==> src/rtl/alu_pkg.sv <==
// Shared constants, opcodes, instruction field layout and FSM states for the ALU sequencer.
package alu_pkg;

  localparam int ALU_W    = 12;
  localparam int ALU_NREG = 4;

  localparam logic [2:0] OP_SHR = 3'd0;
  localparam logic [2:0] OP_SHL = 3'd1;
  localparam logic [2:0] OP_AND = 3'd2;
  localparam logic [2:0] OP_OR  = 3'd3;
  localparam logic [2:0] OP_XOR = 3'd4;
  localparam logic [2:0] OP_NOT = 3'd5;
  localparam logic [2:0] OP_ADD = 3'd6;
  localparam logic [2:0] OP_SUB = 3'd7;

  // Instruction word: [8:6] op, [5:4] rd, [3:2] ra, [1:0] rb
  localparam int INSTR_W = 9;
  localparam int OP_LSB  = 6;
  localparam int RD_LSB  = 4;
  localparam int RA_LSB  = 2;
  localparam int RB_LSB  = 0;

  typedef enum logic [1:0] {
    ST_IDLE  = 2'd0,
    ST_FETCH = 2'd1,
    ST_EXEC  = 2'd2,
    ST_WB    = 2'd3
  } state_t;

  // {C,S,V,Z}; carry and overflow are only meaningful for ADD
  function automatic logic [3:0] flags_of(input logic [2:0] op,
                                          input logic [ALU_W-1:0] z,
                                          input logic cout,
                                          input logic ov);
    logic is_add;
    is_add = (op == OP_ADD);
    return {cout & is_add, z[ALU_W-1], ov & is_add, ~|z};
  endfunction

endpackage

==> src/rtl/alu_regfile.sv <==
// NREG x W register file: two async read ports, a write-back port and a load port.
// Write-back beats a load to the same index; loads to other indices land in the same cycle.
module alu_regfile #(
  parameter int W    = 12,
  parameter int NREG = 4,
  parameter int AW   = $clog2(NREG)
) (
  input  logic          clk,
  input  logic          rst_n,
  input  logic          we,
  input  logic [AW-1:0] waddr,
  input  logic [W-1:0]  wdata,
  input  logic          ld_en,
  input  logic [AW-1:0] ld_addr,
  input  logic [W-1:0]  ld_data,
  input  logic [AW-1:0] raddr_a,
  output logic [W-1:0]  rdata_a,
  input  logic [AW-1:0] raddr_b,
  output logic [W-1:0]  rdata_b
);

  logic [W-1:0] regs [NREG];

  always_ff @(posedge clk or negedge rst_n) begin
    if (!rst_n) begin
      for (int i = 0; i < NREG; i++) regs[i] <= '0;
    end else begin
      for (int i = 0; i < NREG; i++) begin
        if (we && waddr == AW'(i))
          regs[i] <= wdata;
        else if (ld_en && ld_addr == AW'(i))
          regs[i] <= ld_data;
      end
    end
  end

  assign rdata_a = regs[raddr_a];
  assign rdata_b = regs[raddr_b];

endmodule

==> src/rtl/alu_ctrl.sv <==
// Sequences one register-to-register instruction through the external ALU: accept, FETCH, EXEC, WB (result at accept+3).
// Accepts only in IDLE or WB, so back-to-back throughput is one instruction per 3 cycles; a held instr_valid is never dropped.
module alu_ctrl
  import alu_pkg::*;
#(
  parameter int W    = ALU_W,
  parameter int NREG = ALU_NREG
) (
  input  logic               clk,
  input  logic               rst_n,
  input  logic               instr_valid,
  output logic               instr_ready,
  input  logic [INSTR_W-1:0] instr,
  input  logic               ld_en,
  input  logic [1:0]         ld_addr,
  input  logic [W-1:0]       ld_data,
  output logic [W-1:0]       alu_a,
  output logic [W-1:0]       alu_b,
  output logic [2:0]         alu_op,
  input  logic [W-1:0]       alu_z,
  input  logic               alu_cout,
  input  logic               alu_sign,
  input  logic               alu_ov,
  output logic               res_valid,
  output logic [W-1:0]       res_data,
  output logic [3:0]         res_flags,
  output logic               busy
);

  localparam int AW = $clog2(NREG);

  state_t             state, state_nxt;
  logic [INSTR_W-1:0] instr_q;
  logic [2:0]         op_q;
  logic [AW-1:0]      rd_q, ra_q, rb_q;
  logic [W-1:0]       rdata_a, rdata_b;
  logic               accept;
  logic               unused_sign;

  // Sign is taken from the captured result itself, not from the ALU's sign output
  assign unused_sign = alu_sign;

  assign op_q   = instr_q[OP_LSB +: 3];
  assign rd_q   = instr_q[RD_LSB +: AW];
  assign ra_q   = instr_q[RA_LSB +: AW];
  assign rb_q   = instr_q[RB_LSB +: AW];
  assign accept = instr_valid & instr_ready;

  always_ff @(posedge clk or negedge rst_n) begin
    if (!rst_n) state <= ST_IDLE;
    else        state <= state_nxt;
  end

  always_comb begin
    state_nxt = state;
    case (state)
      ST_IDLE:  if (accept) state_nxt = ST_FETCH;
      ST_FETCH: state_nxt = ST_EXEC;
      ST_EXEC:  state_nxt = ST_WB;
      ST_WB:    state_nxt = accept ? ST_FETCH : ST_IDLE;
      default:  state_nxt = ST_IDLE;
    endcase
  end

  always_comb begin
    instr_ready = 1'b0;
    busy        = 1'b1;
    res_valid   = 1'b0;
    case (state)
      ST_IDLE: begin
        instr_ready = 1'b1;
        busy        = 1'b0;
      end
      ST_WB: begin
        instr_ready = 1'b1;
        res_valid   = 1'b1;
      end
      default: ;
    endcase
  end

  // res_data/res_flags are the EXEC holding registers: loaded on entry to WB, held until the next one
  always_ff @(posedge clk or negedge rst_n) begin
    if (!rst_n) begin
      instr_q   <= '0;
      alu_a     <= '0;
      alu_b     <= '0;
      alu_op    <= '0;
      res_data  <= '0;
      res_flags <= '0;
    end else begin
      if (accept) instr_q <= instr;
      if (state == ST_FETCH) begin
        alu_a  <= rdata_a;
        alu_b  <= rdata_b;
        alu_op <= op_q;
      end
      if (state == ST_EXEC) begin
        res_data  <= alu_z;
        res_flags <= flags_of(alu_op, alu_z, alu_cout, alu_ov);
      end
    end
  end

  alu_regfile #(
    .W    (W),
    .NREG (NREG),
    .AW   (AW)
  ) u_rf (
    .clk     (clk),
    .rst_n   (rst_n),
    .we      (state == ST_WB),
    .waddr   (rd_q),
    .wdata   (res_data),
    .ld_en   (ld_en),
    .ld_addr (ld_addr),
    .ld_data (ld_data),
    .raddr_a (ra_q),
    .rdata_a (rdata_a),
    .raddr_b (rb_q),
    .rdata_b (rdata_b)
  );

endmodule
==> config.mk <==
export PLATFORM = sky130hd
export DESIGN_NAME = alu_ctrl
export DESIGN_NICKNAME = d
export VERILOG_FILES = /design/src/rtl/alu_pkg.sv /design/src/rtl/alu_regfile.sv /design/src/rtl/alu_ctrl.sv
export SDC_FILE = /design/constraint.sdc
export NUM_CORES = 1
export LEC_CHECK = 0
export BUFFER_PORTS_ARGS = -buffer_cell sky130_fd_sc_hd__buf_2
export CAP_MARGIN = 25
export CORE_UTILIZATION = 60
export DETAILED_ROUTE_END_ITERATION = 6
export MAX_ROUTING_LAYER = met4
export PLACE_DENSITY = 0.91
export SYNTH_ARGS = -nofsm -noshare
export SYNTH_HDL_FRONTEND = slang
export SYNTH_SLANG_ARGS = --single-unit
==> constraint.sdc <==
create_clock -name clk -period 4.7 [get_ports clk]
set_clock_uncertainty 0.2 [all_clocks]
set_input_delay 0.94 -clock clk [delete_from_list [all_inputs] [get_ports clk]]
set_output_delay 0.94 -clock clk [all_outputs]
set_load 0.01 [all_outputs]
==> results of run 1 <==
[final cells by class]
type | instances | area, µm² | area share, %
Inverter | 7 | 26.28 | 0.4608
Clock buffer | 10 | 127.6 | 2.238
Multi-Input combinational cell | 374 | 2298 | 40.31
Tap cell | 105 | 131.4 | 2.304
Timing Repair Buffer | 90 | 503.0 | 8.822
Clock inverter | 6 | 87.58 | 1.536
Sequential cell | 101 | 2527 | 44.33
[sequential cells by signal (all words and copies together) (netlist names)]
name,cells
alu_a,12
alu_b,12
alu_op,3
instr_q,9
res_data,11
res_flags,4
state,2
u_rf.regs,48
[cells by family (layout without fill, tap and decap cells)]
logic type                 Yosys count  count (layout)  synth area share, %
and+or+nand+nor                    193             193                17.01
adders and majority gates            5               5                1.241
muxes                               72              72                15.49
DFF                                101             101                50.15
buffers and inverters               41             113                4.245
AOI/OAI and AO/OA                  104             104                11.87
[metrics by stage]
step | hold WS, ns | total power, mW | area [µm²] | setup slack (ns)
global route | 0.3322 | 4.491 | 5702 | 2.035
detailed placement | 0.2936 | 3.528 | 5431 | 2.140
floorplan | 0.2750 | 2.949 | 5040 | 2.713
finish | 0.3178 | 4.250 | 5702 | 2.109
CTS | 0.3155 | 4.151 | 5647 | 2.117
global placement | 0.2828 | 3.376 | 5431 | 2.254
[worst reg2reg max path, cell delays in order, from the launching register on]
cell     delay (ns)
dfrtp_1        0.44
inv_1          0.14
ha_1           0.16
buf_4          0.30
nor2b_1        0.89
a21oi_1        0.18
o21ai_0        0.17
[synthesized netlist by cell type]
master    count
nand4_1       1
a21boi_0      1
nand2b_1      1
or3b_1        2
a31oi_1      47
ha_1          5
nand3b_1      5
o22ai_1       3
and3b_1       2
inv_1         7
buf_6         2
nor3b_2       1
nor2_1       48
clkbuf_1     10
mux2i_1      24
dfrtp_1     101
a22oi_1       1
buf_4         7
nand2_1     100
nand3_1       2
nor2b_1      27
a21oi_1      24
a31oi_2       1
buf_2        15
o21ai_0      26
nor4_1        3
mux2_2       48
and3_1        1
a211oi_1      1
[worst paths after layout]
check | startpoint | to | slack [ns] | cells after the start
min in group asynchronous | rst_n | alu_b[8] | 0.44 | 1
worst min register to register | instr_q[7] | instr_q[7] | 0.32 | 1
max in group asynchronous | rst_n | u_rf.regs[18] | 2.85 | 2
worst min-delay path | instr_q[7] | instr_q[7] | 0.32 | 1
worst max register to register | state[1] | alu_a[8] | 2.14 | 6
worst max-delay path | state[0] | instr_ready | 2.11 | 4
[metal layers]
metal  share of wire (%)  global-route usage (%)  up-vias  wire (µm)
li1                    -                       -     1920          -
met1                  41                   42.63     2107       5411
met2                  47                   49.33      253       6248
met3                 8.6                   6.634       49       1131
met4                 2.9                   13.72        0        385
met5                   0                       -        -          0
[power groups by stage]
stage	Combinational, mW	Sequential [mW]	Clock (mW)
3_3_place_gp	1.60	1.78	0
2_1_floorplan	1.28	1.67	0
5_1_grt	2.04	1.82	0.633
6_report	1.87	1.78	0.605
4_1_cts	1.73	1.82	0.605
3_5_place_dp	1.70	1.83	0
==> flow_summary.yaml, run 1 <==
floorplan:
  core_area_mm2: 0.008175
  pin_count: 88
  dieArea_mm2: 0.008770
  dieHeight_um: 93.65
  die_w_um: 93.65
  initial_core_util_pct: 61.65
  rows: 33
drt:
  vias: 4329
  drtIter0Drc: 504
  drt-total-wl_um: 13180
  routedWlPerCell_um: 19.01
  antenna_left: 0
  drc: 0
  vias_per_cell: 6.247
  drtPass1Iterations: 6
timing:
  hold_viol: 0
  timing.final.crit_share_pct: 55.12
  finalMaxSlewViolations: 0
  period_needed_ns: 2.591
  rsz0062_at_grt: "false"
  setup_violations: 0
  max_freq_mhz: 386.0
  tightest_slew_ns: 1.055
  setup_tns_ns: 0
  slew_headroom_pct: 29.49
critical_path:
  slowest_delay_ns: 0.41
  cp_data_required_time_ns: 3.56
  startpoint_type: "flip-flop"
  cpMaxStageDelayCell: "dfrtp_1"
  criticalPathCategory: "reg -> out"
  critPathBufInv: 3
  crit_arrival_ns: 1.45
  cp_top_family: "flip-flops"
  crit_fanout: 5
  cpMostUsedCell: "inv_1"
  cp_cell_sequence: "inv_1, ha_1, inv_1, buf_2"
  crit_path_end_kind: "output pin"
power_and_ir_drop:
  p_leak_nw: 2.656
  pwr-share-clk_pct: 14.2
  p_per_area_mw_per_mm2: 745.4
  p_sw_share_pct: 41.04
  seq_power_share_pct: 41.9
  p_int_mw: 2.506
  p_switching_mw: 1.744
  ir_drop_v: 0.0003935
  combinationalPowerShare_pct: 43.9
synthesis:
  synth_warnings: 0
  syn_area_mm2: 0.005040
  synth_cell_types: 29
  synth_largest_area_cell: "dfrtp_1"
  postSynthAreaPerCell_um2: 9.767
  synth_seq_area_share_pct: 50.15
  syn_nets: 563
  syn_inst: 516
  synth_seq_cells: 101
  netlist.area_leader.share_pct: 50.15
  ys_top_cells_by_area: "dfrtp_1 (50%), mux2_2 (11%), nand2_1 (7.4%)"
clock_tree:
  cts_root_buffer: "clkbuf_8"
  cts_hold_buf: 0
  cts_setup_buffers: 0
  cts_buffers: 9
  post_cts_resized: 0
  clock-sinks: 101
  tritoncts: "yes"
  path_clk_slew_ns: 0.10
  cts_buffer_depth: 2
  insertion_delay_ns: 0.37
  h-tree-depth: 3
final_layout:
  finish.utilization_pct: 69.74
  layout.nets: 630
  synthToLayoutAreaGrowth_pct: 13.13
  drive_gt1_share_pct: 26.36
  final_cell_mix: "dfrtp_1 (101), nand2_1 (100), buf_2 (85)"
  fin_cells: 693
  final_common_cell: "dfrtp_1"
  final.fill_count: 569
  antennaDiodeCount: 0
global_route:
  antenna_found_initial: 0
  grt_max_degree: 65
  grt_pass1_vias: 4158
  gr-total-overflow: 0
  grt_pass1_wl_um: 20980
  grt_usage_pct: 32.40
min_path:
  hold_path.class: "reg -> reg"
place:
  dp_cells: 675
  place.gp.congestion: 0.8696
  dp.final_hpwl_um: 8964
  port_buffers: 86
run:
  drv_cap: 0
outcome:
  status: "finished, final reports clean"
(Power assumes the default switching activity.)
==> run 2, diff against run 1 <==
--- a/config.mk
+++ b/config.mk
@@ -7,10 +7,10 @@
 export LEC_CHECK = 0
 export BUFFER_PORTS_ARGS = -buffer_cell sky130_fd_sc_hd__buf_2
 export CAP_MARGIN = 25
-export CORE_UTILIZATION = 60
+export CORE_UTILIZATION = 51
 export DETAILED_ROUTE_END_ITERATION = 6
 export MAX_ROUTING_LAYER = met4
-export PLACE_DENSITY = 0.91
+export PLACE_DENSITY = 0.83
 export SYNTH_ARGS = -nofsm -noshare
 export SYNTH_HDL_FRONTEND = slang
 export SYNTH_SLANG_ARGS = --single-unit
==> constraint.sdc (replaced) <==
create_clock -name clk -period 2.1 [get_ports clk]
set_clock_uncertainty 0.2 [all_clocks]
set_input_delay 0.42 -clock clk [delete_from_list [all_inputs] [get_ports clk]]
set_output_delay 0.42 -clock clk [all_outputs]
set_load 0.01 [all_outputs]
==> run 2 against run 1 <==
Net effect:
- routed wire length shrank 5.6%
- register-to-register slack lost 1.9 ns
- the run now ends with design-rule violations left
- flip-flop and latch count is the same
- via count shrank 4.0%
- clock power grew 100%
==> flow_summary.yaml, run 2 (synthesized netlist as in run 1, its figures left out) <==
min_path:
  hold_path.class: "in -> reg"
  hold_start: "instr[3]"
  whs_path_depth: 2
  hold_end: "instr_q[3]"
clock_tree:
  h-tree-depth: 3
  path_clk_slew_ns: 0.11
  insertion_delay_ns: 0.37
  cts_buffer_depth: 2
  tritoncts: "yes"
  cts_buffers: 9
  clock-sinks: 101
  cts_setup_buffers: 0
  cts_root_buffer: "clkbuf_8"
drt:
  drtPass1Iterations: 7
  routedWlPerCell_um: 16.92
  antenna_left: 0
  vias_per_cell: 5.654
  drc: 5
  drtIter0Drc: 392
  drt-total-wl_um: 12430
  vias: 4156
critical_path:
  cp_data_required_time_ns: 1.48
  crit_fanout: 5
  slowest_delay_ns: 0.42
  r2r_start: "state[1]"
  r2r_cells: 7
  cpMaxStageDelayCell: "dfrtp_1"
  startpoint_type: "flip-flop"
  crit_path_end_kind: "output pin"
  crit_arrival_ns: 1.38
  criticalPathCategory: "reg -> out"
  cp_cell_sequence: "inv_1, ha_1, inv_1, buf_2"
  r2r-end: "alu_b[8]"
  cpMostUsedCell: "inv_1"
  ff2ff_setup_slack_ns: 0.21
final_layout:
  fin_area_mm2: 0.005843
  reg_top3: "u_rf.regs: 48 flops, alu_a: 12 flops, alu_b: 12 flops"
  drive_gt1_share_pct: 28.55
  seq_area_mm2: 0.002527
  antennaDiodeCount: 0
  final.fill_count: 775
  final_common_cell: "dfrtp_1"
  top_register: "u_rf.regs"
  largest_reg_flops: 48
  synthToLayoutAreaGrowth_pct: 15.94
  multi_input_area_mm2: 0.002298
  final_cell_mix: "dfrtp_1 (101), nand2_1 (100), buf_2 (85)"
  layout.nets: 648
timing:
  hold_viol: 0
  setup_tns_ns: 0
  slew_headroom_pct: 46.08
  finalMaxSlewViolations: 0
  setup_violations: 0
  period_needed_ns: 2.002
  tightest_slew_ns: 0.8088
  rsz0062_at_grt: "false"
  hold_slack_ns: 0.07095
  timing.final.crit_share_pct: 95.33
  max_freq_mhz: 499.5
place:
  place_area_mm2: 0.005642
  port_buffers: 86
  dp.final_hpwl_um: 9090
  place.gp.congestion: 0.8731
floorplan:
  dieArea_mm2: 0.01028
  dieHeight_um: 101.4
  core_area_mm2: 0.009415
  die_w_um: 101.4
  rows: 35
  pin_count: 88
  initial_core_util_pct: 53.53
outcome:
  status: "finished, violations left"
  violations: "design-rule violations"
run:
  drv_cap: 0
power_and_ir_drop:
  p_per_area_mw_per_mm2: 1595
  ir_drop_v: 0.0008733
  p_leak_nw: 2.737
global_route:
  gr-total-overflow: 0
  grt_pass1_vias: 4068
  antenna_found_initial: 0
  grt_max_degree: 37
  grt_usage_pct: 27.52
  grt_pass1_wl_um: 21030
-- run 2: cell types whose count changed in the layout (fill, tap and decap cells not counted), moves of 2 or more --
cell,previous run,this run
bufinv_16,2,0
inv_6,0,3
clkinvlp_4,3,1
buf_12,0,3
buf_4,3,19
buf_16,2,0
-- run 2: critical path: cells and delay by family, from the launching register on --
kind	cells	cell delay, ns
flip-flops	1	0.42
adder cells (fa/ha/maj)	1	0.27
buffers and inverters	3	0.34
-- run 2: power breakdown --
part / total (mW) / internal, mW / switching (mW)
clock network: 1.22 / 0.488 / 0.730
logic: 4.15 / 2.09 / 2.06
registers: 3.95 / 2.95 / 0.999
total: 9.32 / 5.53 / 3.79
-- run 2: metal layers --
metal | global-route usage (%) | vias to the layer above | share of wire [%]
li1 | - | 1958 | -
met3 | 3.382 | 21 | 7.3
met5 | - | - | 0
met1 | 37.57 | 1992 | 44
met4 | 9.588 | 0 | 1.7
met2 | 42.70 | 185 | 46
-- run 2: area by class of cell --
type	count	area share [%]
timing repair buffer	108	10.92
tap	129	2.762
inverter	7	0.4497
sequential	101	43.25
multi-input combinational	374	39.34
clock inverter	6	0.9208
clock buffer	10	2.355
-- run 2: timing repair --
action,CTS,global route
hold buffers,1,0
gates resized for setup,0,0
hold endpoints to repair,33,0
-- run 2: stage by stage --
| stage | worst slack, ns | total power [mW] | utilization (%) | std cells |
|---|---|---|---|---|
| after floorplan | 0.3566 | 6.600 | - | 516 |
| after CTS | 0.08406 | 9.302 | 62.06 | 735 |
| final | 0.09802 | 9.319 | 62.06 | 735 |
| after global routing | 0.03444 | 10.02 | 62.06 | 735 |
| after detailed placement | 0.2158 | 8.079 | 59.92 | 718 |
| after global placement | 0.3018 | 7.837 | 59.92 | 718 |
-- run 2: worst max path at each step --
stage             start       endpoint  slack [ns]  cells after the start
6_report       state[0]    instr_ready         0.1                      4
5_1_grt        state[1]       alu_b[8]        0.03                      5
4_1_cts        state[0]    instr_ready        0.08                      4
3_5_place_dp   state[1]       alu_b[8]        0.22                      7
3_3_place_gp   state[1]      alu_b[10]        0.30                      7
2_1_floorplan  state[1]  u_rf.regs[46]        0.36                      6
